## config.mk

```make
export PLATFORM = sky130hd
export DESIGN_NAME = kernel_dispatcher_flat
export DESIGN_NICKNAME = d
export VERILOG_FILES = /design/src/rtl/kernel_dispatcher_if.sv /design/src/rtl/kernel_dispatcher.sv /design/src/flat_wrapper.sv
export SDC_FILE = /design/constraint.sdc
export NUM_CORES = 1
export LEC_CHECK = 0
export CORE_ASPECT_RATIO = 1.5
export CORE_MARGIN = 3
export CORE_UTILIZATION = 49
export DETAILED_ROUTE_END_ITERATION = 10
export PLACE_DENSITY = 0.9
export SLEW_MARGIN = 20
export SYNTH_ARGS = -nofsm -noshare
export SYNTH_HDL_FRONTEND = slang
export SYNTH_SLANG_ARGS = --single-unit
```

## constraint.sdc

```tcl
create_clock -name clk -period 8.9 [get_ports clk]
set_input_delay 0.89 -clock clk [delete_from_list [all_inputs] [get_ports clk]]
set_output_delay 0.89 -clock clk [all_outputs]
set_load 0.005 [all_outputs]
```

## src/rtl/kernel_dispatcher_if.sv

```systemverilog
`default_nettype none
// ============================================================================
// Module      : kernel_dispatcher_if
// Description : Launch handshake and core-facing bus of the kernel dispatcher.
//               The master side is the host plus the core. The slave side is
//               the dispatcher.
// Revision    : 1.0 - initial release
// ============================================================================
interface kernel_dispatcher_if #(
  parameter int DATA_WIDTH = 32,
  parameter int ADDR_WIDTH = 32
);
  // Host launch channel
  logic                  launch_valid;
  logic                  launch_ready;
  logic [ADDR_WIDTH-1:0] launch_pc;
  logic [DATA_WIDTH-1:0] launch_grid_dim;
  logic [DATA_WIDTH-1:0] launch_block_dim;

  // Core sequencing
  logic                  core_start;
  logic [ADDR_WIDTH-1:0] core_pc_start;
  logic [DATA_WIDTH-1:0] thread_idx;
  logic [DATA_WIDTH-1:0] block_idx;
  logic [DATA_WIDTH-1:0] block_dim;
  logic [DATA_WIDTH-1:0] grid_dim;
  logic [DATA_WIDTH-1:0] warp_idx;
  logic [DATA_WIDTH-1:0] lane_idx;
  logic                  core_done;

  // Status
  logic                  busy;
  logic                  kernel_done;
  logic                  timeout_err;
  logic [DATA_WIDTH-1:0] threads_run;

  modport master (
    output launch_valid, launch_pc, launch_grid_dim, launch_block_dim, core_done,
    input  launch_ready, core_start, core_pc_start, thread_idx, block_idx,
           block_dim, grid_dim, warp_idx, lane_idx, busy, kernel_done,
           timeout_err, threads_run
  );

  modport slave (
    input  launch_valid, launch_pc, launch_grid_dim, launch_block_dim, core_done,
    output launch_ready, core_start, core_pc_start, thread_idx, block_idx,
           block_dim, grid_dim, warp_idx, lane_idx, busy, kernel_done,
           timeout_err, threads_run
  );
endinterface
`default_nettype wire

```

## src/rtl/kernel_dispatcher.sv

```systemverilog
`default_nettype none
// ============================================================================
// Module      : kernel_dispatcher
// Description : Accepts one kernel launch and runs the core once for each
//               (block, thread) pair, in order. It presents the thread, block,
//               warp and lane identifiers for each run, waits for core_done
//               between runs and flags a per-thread timeout.
// Revision    : 1.0 - initial release
// ============================================================================
module kernel_dispatcher #(
  parameter int DATA_WIDTH     = 32,
  parameter int ADDR_WIDTH     = 32,
  parameter int WARP_SIZE      = 32,
  parameter int TIMEOUT_CYCLES = 10000
) (
  input  wire logic           clk,
  input  wire logic           rst,
  kernel_dispatcher_if.slave  bus
);

  // Warp/lane split: WARP_SIZE is a power of two, so a shift and a mask suffice
  localparam int                    WARP_SHIFT = $clog2(WARP_SIZE);
  localparam logic [DATA_WIDTH-1:0] LANE_MASK  = DATA_WIDTH'(WARP_SIZE - 1);

  // The watchdog counter must be able to hold TIMEOUT_CYCLES after its last increment
  localparam int               CNT_W     = $clog2(TIMEOUT_CYCLES + 1);
  localparam logic [CNT_W-1:0] WAIT_LAST = CNT_W'(TIMEOUT_CYCLES - 1);

  typedef enum logic [2:0] {
    IDLE    = 3'd0,
    START   = 3'd1,
    GUARD   = 3'd2,
    WAIT    = 3'd3,
    ADVANCE = 3'd4,
    FINISH  = 3'd5
  } state_t;

  state_t state;
  state_t state_next;

  // Latched launch parameters
  logic [ADDR_WIDTH-1:0] latched_pc;
  logic [DATA_WIDTH-1:0] latched_grid;
  logic [DATA_WIDTH-1:0] latched_block;

  // Position in the (block, thread) walk
  logic [DATA_WIDTH-1:0] thread_cur;
  logic [DATA_WIDTH-1:0] block_cur;

  // Status registers
  logic [DATA_WIDTH-1:0] run_count;
  logic                  timeout_flag;
  logic [CNT_W-1:0]      wait_count;

  // FSM decode
  logic accept;
  logic take_done;
  logic take_timeout;
  logic start_pulse;
  logic done_pulse;
  logic idle_now;

  // End-of-walk compares. A dim is never 0 once a run has started, so dim-1 cannot wrap.
  logic last_thread;
  logic last_block;
  logic wait_expired;

  assign last_thread  = (thread_cur == (latched_block - DATA_WIDTH'(1)));
  assign last_block   = (block_cur  == (latched_grid  - DATA_WIDTH'(1)));
  assign wait_expired = (wait_count == WAIT_LAST);

  // State register
  always_ff @(posedge clk or posedge rst) begin
    if (rst) begin
      state <= IDLE;
    end else begin
      state <= state_next;
    end
  end

  // Next-state and per-state control decode
  always_comb begin
    state_next   = state;
    accept       = 1'b0;
    take_done    = 1'b0;
    take_timeout = 1'b0;
    start_pulse  = 1'b0;
    done_pulse   = 1'b0;
    idle_now     = 1'b0;
    case (state)
      IDLE: begin
        idle_now = 1'b1;
        if (bus.launch_valid) begin
          accept = 1'b1;
          if ((bus.launch_grid_dim == '0) || (bus.launch_block_dim == '0)) begin
            state_next = FINISH;
          end else begin
            state_next = START;
          end
        end
      end
      START: begin
        start_pulse = 1'b1;
        state_next  = GUARD;
      end
      GUARD: begin
        // A done still high from the previous run is not taken as completion here
        state_next = WAIT;
      end
      WAIT: begin
        if (bus.core_done) begin
          take_done  = 1'b1;
          state_next = ADVANCE;
        end else if (wait_expired) begin
          take_timeout = 1'b1;
          state_next   = FINISH;
        end
      end
      ADVANCE: begin
        if (last_thread && last_block) begin
          state_next = FINISH;
        end else begin
          state_next = START;
        end
      end
      FINISH: begin
        done_pulse = 1'b1;
        state_next = IDLE;
      end
      default: begin
        state_next = IDLE;
      end
    endcase
  end

  // Capture the launch parameters when a launch is accepted
  always_ff @(posedge clk or posedge rst) begin
    if (rst) begin
      latched_pc    <= '0;
      latched_grid  <= '0;
      latched_block <= '0;
    end else if (accept) begin
      latched_pc    <= bus.launch_pc;
      latched_grid  <= bus.launch_grid_dim;
      latched_block <= bus.launch_block_dim;
    end
  end

  // Step through threads within a block, then through blocks
  always_ff @(posedge clk or posedge rst) begin
    if (rst) begin
      thread_cur <= '0;
      block_cur  <= '0;
    end else if (accept) begin
      thread_cur <= '0;
      block_cur  <= '0;
    end else if (state == ADVANCE) begin
      if (last_thread) begin
        thread_cur <= '0;
        if (!last_block) begin
          block_cur <= block_cur + DATA_WIDTH'(1);
        end
      end else begin
        thread_cur <= thread_cur + DATA_WIDTH'(1);
      end
    end
  end

  // Per-thread watchdog: zero on entry to WAIT, one step per WAIT cycle
  always_ff @(posedge clk or posedge rst) begin
    if (rst) begin
      wait_count <= '0;
    end else if (state == GUARD) begin
      wait_count <= '0;
    end else if (state == WAIT) begin
      wait_count <= wait_count + CNT_W'(1);
    end
  end

  // Completed-run count and sticky timeout flag, cleared only by a new launch
  always_ff @(posedge clk or posedge rst) begin
    if (rst) begin
      run_count    <= '0;
      timeout_flag <= 1'b0;
    end else if (accept) begin
      run_count    <= '0;
      timeout_flag <= 1'b0;
    end else begin
      if (take_done) begin
        run_count <= run_count + DATA_WIDTH'(1);
      end
      if (take_timeout) begin
        timeout_flag <= 1'b1;
      end
    end
  end

  assign bus.launch_ready  = idle_now;
  assign bus.busy          = !idle_now;
  assign bus.core_start    = start_pulse;
  assign bus.kernel_done   = done_pulse;
  assign bus.core_pc_start = latched_pc;
  assign bus.thread_idx    = thread_cur;
  assign bus.block_idx     = block_cur;
  assign bus.block_dim     = latched_block;
  assign bus.grid_dim      = latched_grid;
  assign bus.warp_idx      = thread_cur >> WARP_SHIFT;
  assign bus.lane_idx      = thread_cur & LANE_MASK;
  assign bus.threads_run   = run_count;
  assign bus.timeout_err   = timeout_flag;

endmodule
`default_nettype wire

```

## src/flat_wrapper.sv

```systemverilog
// flat-port wrapper written by rule: the top's interface ports become plain ports
module kernel_dispatcher_flat 
#(
  parameter int DATA_WIDTH     = 32,
  parameter int ADDR_WIDTH     = 32,
  parameter int WARP_SIZE      = 32,
  parameter int TIMEOUT_CYCLES = 10000
)
  (clk, rst, bus_launch_valid, bus_launch_pc, bus_launch_grid_dim, bus_launch_block_dim, bus_core_done, bus_launch_ready, bus_core_start, bus_core_pc_start, bus_thread_idx, bus_block_idx, bus_block_dim, bus_grid_dim, bus_warp_idx, bus_lane_idx, bus_busy, bus_kernel_done, bus_timeout_err, bus_threads_run);
  kernel_dispatcher_if #(.DATA_WIDTH(DATA_WIDTH), .ADDR_WIDTH(ADDR_WIDTH)) bus_i ();
  input  wire logic clk;
  input  wire logic rst;
  input wire logic [$bits(bus_i.launch_valid)-1:0] bus_launch_valid;
  input wire logic [$bits(bus_i.launch_pc)-1:0] bus_launch_pc;
  input wire logic [$bits(bus_i.launch_grid_dim)-1:0] bus_launch_grid_dim;
  input wire logic [$bits(bus_i.launch_block_dim)-1:0] bus_launch_block_dim;
  input wire logic [$bits(bus_i.core_done)-1:0] bus_core_done;
  output wire logic [$bits(bus_i.launch_ready)-1:0] bus_launch_ready;
  output wire logic [$bits(bus_i.core_start)-1:0] bus_core_start;
  output wire logic [$bits(bus_i.core_pc_start)-1:0] bus_core_pc_start;
  output wire logic [$bits(bus_i.thread_idx)-1:0] bus_thread_idx;
  output wire logic [$bits(bus_i.block_idx)-1:0] bus_block_idx;
  output wire logic [$bits(bus_i.block_dim)-1:0] bus_block_dim;
  output wire logic [$bits(bus_i.grid_dim)-1:0] bus_grid_dim;
  output wire logic [$bits(bus_i.warp_idx)-1:0] bus_warp_idx;
  output wire logic [$bits(bus_i.lane_idx)-1:0] bus_lane_idx;
  output wire logic [$bits(bus_i.busy)-1:0] bus_busy;
  output wire logic [$bits(bus_i.kernel_done)-1:0] bus_kernel_done;
  output wire logic [$bits(bus_i.timeout_err)-1:0] bus_timeout_err;
  output wire logic [$bits(bus_i.threads_run)-1:0] bus_threads_run;
  assign bus_i.launch_valid = bus_launch_valid;
  assign bus_i.launch_pc = bus_launch_pc;
  assign bus_i.launch_grid_dim = bus_launch_grid_dim;
  assign bus_i.launch_block_dim = bus_launch_block_dim;
  assign bus_i.core_done = bus_core_done;
  assign bus_launch_ready = bus_i.launch_ready;
  assign bus_core_start = bus_i.core_start;
  assign bus_core_pc_start = bus_i.core_pc_start;
  assign bus_thread_idx = bus_i.thread_idx;
  assign bus_block_idx = bus_i.block_idx;
  assign bus_block_dim = bus_i.block_dim;
  assign bus_grid_dim = bus_i.grid_dim;
  assign bus_warp_idx = bus_i.warp_idx;
  assign bus_lane_idx = bus_i.lane_idx;
  assign bus_busy = bus_i.busy;
  assign bus_kernel_done = bus_i.kernel_done;
  assign bus_timeout_err = bus_i.timeout_err;
  assign bus_threads_run = bus_i.threads_run;
  kernel_dispatcher #(.DATA_WIDTH(DATA_WIDTH), .ADDR_WIDTH(ADDR_WIDTH), .WARP_SIZE(WARP_SIZE), .TIMEOUT_CYCLES(TIMEOUT_CYCLES)) u_core (.clk(clk), .rst(rst), .bus(bus_i));
endmodule
```

==> flow_metrics.tcl, run 1 <==
set metrics [dict create \
    outcome "completed" \
    cts_sinks 210 \
    synth_area_um2 12400 \
    p_int_mw 2.86 \
    die_area_um2 27300 \
    cp_slowest_cell "or4_1" \
    max_slew_margin_pct 34.4 \
    critPathCaptureType "flop" \
    clkPwrFrac_pct 21.6 \
    ff2ff_setup_slack_ns 4.41 \
    gp_congestion 0.920 \
    first_iter_violations 1025 \
    post_cts_buffers 0 \
    cts_buffer_depth 3 \
    cts-root-buf "clkbuf_16" \
    critical_path_class "reg -> reg" \
    yosys.area.top_type "dfrtp_1" \
    clock_latency_ns 0.51 \
    vias 12400 \
    fin_crit_sh_pct 50.4 \
    overflow 0 \
    cts_tree "built" \
    worst_pin_slew_ns 0.985 \
    synth_warnings 0 \
    grt_util_all_layers_pct 28.9 \
    hp-class "reg -> reg" \
    cts-hold-fix-buffers 0 \
    hold_violations 0 \
    synthFlopType "dfrtp_1" \
    top_level_ports 361 \
    ant_nets 0 \
    final_common_cell "nand2_1" \
    area_delta_synth_final_pct 31.9 \
    crit_top_cell "or4_1" \
    grt_max_degree 134 \
    cp-start-kind "flop" \
    cts_resized 0 \
    crit_fanout 60 \
    initial_core_util_pct 50.3 \
    period_needed_ns 4.49 \
    die_y_um 201 \
    detail_route.wl_per_cell_um 19.3 \
    p_per_area_nw_per_um2 289 \
    hpwl_mm 29.3 \
    cp_data_arrival_time_ns 4.90 \
    layout_common_cells "359 x nand2_1, 328 x clkdlybuf4s50_1, 210 x dfrtp_1, 86 x nor2_1, 59 x nand3_1" \
    fmax_mhz 223 \
    ys_async_sr_fraction_pct 100 \
    leakagePower_nw 6.95 \
    ir_drop_uv 200 \
    synth_cell_type_count 67 \
    combPwrFrac_pct 42.3 \
    place.port_buffers 328 \
    path_clk_slew_ns 0.06 \
    syn_inst 1487 \
    first_global_vias 12200 \
    viasPerCell 5.93 \
    slew_violations 0 \
    cts_made_buffers 23 \
    placed_area_um2 15600 \
    rsz0062_at_grt "no" \
    std_cell_rows 70 \
    dieWidth_um 136 \
    totalWireLength_mm 40.3 \
    maxCapViolCount 0 \
    antenna_found_initial 6 \
    synth_edf_count 0 \
    dr.pass1.iters 5 \
    seqPwrFrac_pct 36.0 \
    synth_seq_cells 210 \
    ys_top_cells_by_area "dfrtp_1 42%, nand2_1 11%, xor2_1 4.1%" \
    yosysSeqAreaShare_pct 42.3 \
    max_stage_delay_ns 0.73 \
    setup_viol 0 \
    nets 1851 \
    avgSynthCellArea_um2 8.35 \
    p_switching_mw 1.88 \
    switching_share_pct 39.7 \
    drive_gt1_share_pct 3.75 \
    fin_worst_skew_ns 0.0133 \
    core-area_um2 24700 \
    grt_pass1_wl_mm 64.1 \
    drc_errors 0 \
    cp.required_ns 9.32 \
    final.setup.tns_ns 0 \
    netlist.area_leader.share_pct 42.3 \
    cts-htree-levels 1 \
    crit_chain "inv_1, ha_1, nor4b_1, nand3_1, or4_1, xor2_1, a211oi_1, o311ai_4, buf_4, or4_1, a21oi_1" \
    final_cell_area_um2 16400 \
]
==> stage by stage <==
| step | instances | setup WS (ns) | utilization, % | hold WS, ns | total power [mW] |
|---|---|---|---|---|---|
| final | 2088 | 4.41 | 66.3 | 0.472 | 4.73 |
| after global routing | 2088 | 4.20 | 66.3 | 0.489 | 5.03 |
| after CTS | 2083 | 4.45 | 66.3 | 0.477 | 4.73 |
| after detailed placement | 2044 | 4.33 | 63.0 | 0.462 | 3.69 |
| after global placement | 2044 | 4.47 | 63.0 | 0.457 | 3.61 |
| after floorplan | 1518 | 2.27 | - | 0.470 | 2.70 |
==> sequential cells by signal (all words and copies together) (netlist names) <==
name                      cells
u_core.bus.threads_run       32
u_core.bus.timeout_err        1
u_core.state                  3
u_core.bus.thread_idx        32
u_core.bus.core_pc_start     32
u_core.wait_count            14
u_core.bus.block_idx         32
u_core.bus.block_dim         32
u_core.bus.grid_dim          32
==> synth_stat cells (17+ instances only) <==
cell	n
nand4_1	35
o31ai_1	20
nor3_1	29
buf_4	64
nand3_1	59
xor2_1	58
a31oi_1	21
or3_1	33
o21ai_0	55
dfrtp_1	210
or4_1	29
inv_1	17
nand2b_1	19
a21oi_1	57
nand2_1	360
nor2_1	86
clkbuf_1	61
nor4_1	39
xnor2_1	57
and3_1	34
==> routing by layer <==
layer | track usage (%) | part of all wire, % | vias up
met1 | 32.9 | 36 | 5940
met4 | 15.0 | 5.7 | 2
met3 | 5.19 | 7.5 | 154
met2 | 51.0 | 51 | 635
li1 | - | - | 5649
met5 | 0 | 0.027 | -
==> layout make-up <==
| class | count | area (µm²) |
|---|---|---|
| Antenna cell | 5 | 12.5 |
| Sequential cell | 210 | 5260 |
| Inverter | 18 | 75.1 |
| Clock inverter | 9 | 151 |
| Multi-Input combinational cell | 1156 | 6490 |
| Tap cell | 324 | 405 |
| Fill cell | 1914 | 8320 |
| Clock buffer | 30 | 652 |
| Timing Repair Buffer | 336 | 3340 |
==> critical path: cells and delay by family, from the launching register on <==
kind                     cells  cell delay (ns)
AO/OA/AOI/OAI                3             0.81
adder cells (fa/ha/maj)      1             0.32
flip-flops                   1             0.46
XOR/XNOR                     1             0.18
buffers and inverters        2             0.43
AND/OR/NAND/NOR              4             2.19
==> path summary, 6_finish.rpt <==
check,end,startpoint,depth (start not counted)
worst max-delay path,u_core.bus.block_idx[28],u_core.bus.grid_dim[0],11
worst min-delay path,u_core.bus.core_pc_start[0],u_core.bus.core_pc_start[0],2
worst max register to register,u_core.bus.block_idx[28],u_core.bus.grid_dim[0],11
worst min register to register,u_core.bus.core_pc_start[0],u_core.bus.core_pc_start[0],2
max in group asynchronous,u_core.bus.core_pc_start[23],rst,3
min in group asynchronous,u_core.bus.block_dim[3],rst,2
==> power by group through the flow <==
stage / combinational (mW) / clock (mW) / sequential [mW]
2_1_floorplan: 1.16 / 0 / 1.54
3_3_place_gp: 1.93 / 0 / 1.68
3_5_place_dp: 1.99 / 0 / 1.70
4_1_cts: 2.00 / 1.04 / 1.69
5_1_grt: 2.20 / 1.07 / 1.75
6_report: 2.00 / 1.02 / 1.71
==> logic make-up after synthesis <==
family,count (synthesis),synth area share (%)
compound gates,217,11.2
xor+xnor,115,8.11
fa+ha+maj,6,0.604
buf+inv,152,6.58
flops,210,42.3
mux,6,0.494
other cells,1,0.0302
simple gates,780,30.7
Note: power is estimated with default switching activity, not from simulation.
==> run 2: changes to the inputs <==
==> constraint.sdc (replaced) <==
create_clock -name clk -period 4.2 [get_ports clk]
set_input_delay 0.42 -clock clk [delete_from_list [all_inputs] [get_ports clk]]
set_output_delay 0.42 -clock clk [all_outputs]
set_load 0.005 [all_outputs]
==> run 2 against run 1 <==
Utilization is 1.1 points higher. Combinational power is 130% higher. Critical path depth is 1 higher. Sequential share of layout area is 0.51 points lower. Maximum frequency is 13% higher. First-iteration DRC count is 6.1% higher. Clock skew is 0.0020 ns lower. Non-clock buffer count is 32 higher. Critical endpoint is now u_core.bus.block_idx[18].
==> flow_metrics.tcl, run 2 (synthesized netlist as in run 1, its figures left out) <==
set metrics [dict create \
    final.setup.tns_ns 0 \
    cts_sinks 210 \
    outcome "completed" \
    path_clk_slew_ns 0.06 \
    grt_max_degree 111 \
    maxCapViolCount 0 \
    fin_crit_sh_pct 94.4 \
    fmax_mhz 252 \
    p_per_area_nw_per_um2 612 \
    hold_end "u_core.bus.core_pc_start[29]" \
    grt_util_all_layers_pct 29.1 \
    p_switching_mw 4.04 \
    core-area_um2 24700 \
    detail_route.wl_per_cell_um 19.2 \
    first_iter_violations 1088 \
    final_common_cell "nand2_1" \
    crit_chain "inv_1, ha_1, nor4b_4, nand4_1, a2111oi_4, o2111ai_1, or4_4, nor4_4, o311ai_4, buf_12, or4_1, a21oi_1" \
    period_needed_ns 3.96 \
    whs_ns 0.440 \
    top_level_ports 361 \
    critical_path_class "reg -> reg" \
    nets 1882 \
    place.port_buffers 328 \
    cp_data_arrival_time_ns 4.39 \
    rsz0062_at_grt "no" \
    dieWidth_um 136 \
    cts-hold-fix-buffers 0 \
    cts_tree "built" \
    drc_errors 0 \
    cts_made_buffers 22 \
    ant_nets 0 \
    layout_common_cells "359 x nand2_1, 328 x clkdlybuf4s50_1, 210 x dfrtp_1, 86 x nor2_1" \
    drive_gt1_share_pct 5.53 \
    ff2ff_setup_slack_ns 0.24 \
    ir_drop_uv 439 \
    cp-start-kind "flop" \
    gp_congestion 0.937 \
    initial_core_util_pct 50.3 \
    switching_share_pct 39.7 \
    critPathCaptureType "flop" \
    max_slew_margin_pct 15.1 \
    worstHoldStart "bus_launch_pc[29]" \
    area_delta_synth_final_pct 34.0 \
    fin_worst_skew_ns 0.0113 \
    cp_slowest_cell "or4_4" \
    totalWireLength_mm 40.6 \
    leakagePower_nw 7.11 \
    slew_violations 0 \
    cts-root-buf "clkbuf_16" \
    hp-class "in -> reg" \
    cp.required_ns 4.62 \
    std_cell_rows 70 \
    antenna_found_initial 0 \
    viasPerCell 5.93 \
    p_int_mw 6.14 \
    combPwrFrac_pct 45.3 \
    die_y_um 201 \
    grt_pass1_wl_mm 64.5 \
    clock_latency_ns 0.51 \
    reg2reg_to "u_core.bus.block_idx[18]" \
    max_stage_delay_ns 0.58 \
    overflow 0 \
    crit_fanout 60 \
    setup_viol 0 \
    diodes 0 \
    hpwl_mm 30.2 \
    dr.pass1.iters 8 \
    reg2reg_from "u_core.bus.block_dim[0]" \
    reg2reg_depth 12 \
    vias 12500 \
    hold_violations 0 \
    seqPwrFrac_pct 34.3 \
    die_area_um2 27300 \
    clkPwrFrac_pct 20.4 \
    first_global_vias 12200 \
    worst_pin_slew_ns 1.26 \
    cts_buffer_depth 3 \
    hold_depth 3 \
    cts-htree-levels 1 \
]
-- run 2: metrics by stage --
| stage | setup slack, ns | util, % | std cells | instance area (µm²) | total power, mW |
|---|---|---|---|---|---|
| finish | 0.237 | 67.4 | 2114 | 16600 | 10.2 |
| global route | 0.0225 | 67.4 | 2114 | 16600 | 10.8 |
| CTS | 0.0989 | 67.3 | 2114 | 16600 | 10.2 |
| detailed placement | 0.134 | 64.2 | 2076 | 15900 | 8.03 |
| floorplan | 0.407 | - | 1518 | 12500 | 5.72 |
| global placement | 0.267 | 64.2 | 2076 | 15900 | 7.88 |
-- run 2: what timing repair did --
item | in CTS | in global routing
resized for setup | 0 | 4
hold endpoints to repair | 0 | 0
buffers inserted | 0 | 0
endpoints found under the setup margin | 0 | 37
-- run 2: how the worst max path moves through the flow --
stage                                 start                       end  slack [ns]  cells after the start
floorplan            u_core.bus.grid_dim[0]  u_core.bus.block_idx[25]        0.41                     15
global placement    u_core.bus.block_dim[0]  u_core.bus.block_idx[23]        0.27                     12
detailed placement  u_core.bus.block_dim[0]  u_core.bus.block_idx[18]        0.13                     12
CTS                 u_core.bus.block_dim[0]  u_core.bus.block_idx[18]         0.1                     12
global route        u_core.bus.block_dim[0]  u_core.bus.block_idx[23]        0.02                     12
finish              u_core.bus.block_dim[0]  u_core.bus.block_idx[18]        0.24                     12
-- run 2: power groups by stage --
stage / Sequential [mW] / Clock (mW) / Combinational (mW)
global route: 3.58 / 2.19 / 5.04
CTS: 3.45 / 2.11 / 4.59
finish: 3.49 / 2.08 / 4.62
detailed placement: 3.48 / 0 / 4.55
global placement: 3.44 / 0 / 4.45
floorplan: 3.26 / 0 / 2.47
-- run 2: area by class of cell --
cell class | instances | area, µm²
Clock buffer | 31 | 656
Multi-Input combinational cell | 1156 | 6520
Fill cell | 1922 | 8050
Timing Repair Buffer | 368 | 3630
Inverter | 18 | 71.3
Clock inverter | 7 | 110
Tap cell | 324 | 405
Sequential cell | 210 | 5260
-- run 2: metal layers --
layer | wire (µm) | vias to the layer above | global-route usage, %
li1 | - | 5712 | -
met1 | 13900 | 5973 | 32.4
met2 | 20800 | 683 | 51.5
met3 | 3350 | 160 | 5.79
met4 | 2540 | 0 | 15.4
met5 | 0 | - | 0
-- run 2: critical path: cells and delay by family, from the launching register on --
kind	cells	cell delay (ns)
AND/OR/NAND/NOR	5	1.96
adder cells (fa/ha/maj)	1	0.25
flip-flops	1	0.43
buffers and inverters	2	0.32
AO/OA/AOI/OAI	4	0.90
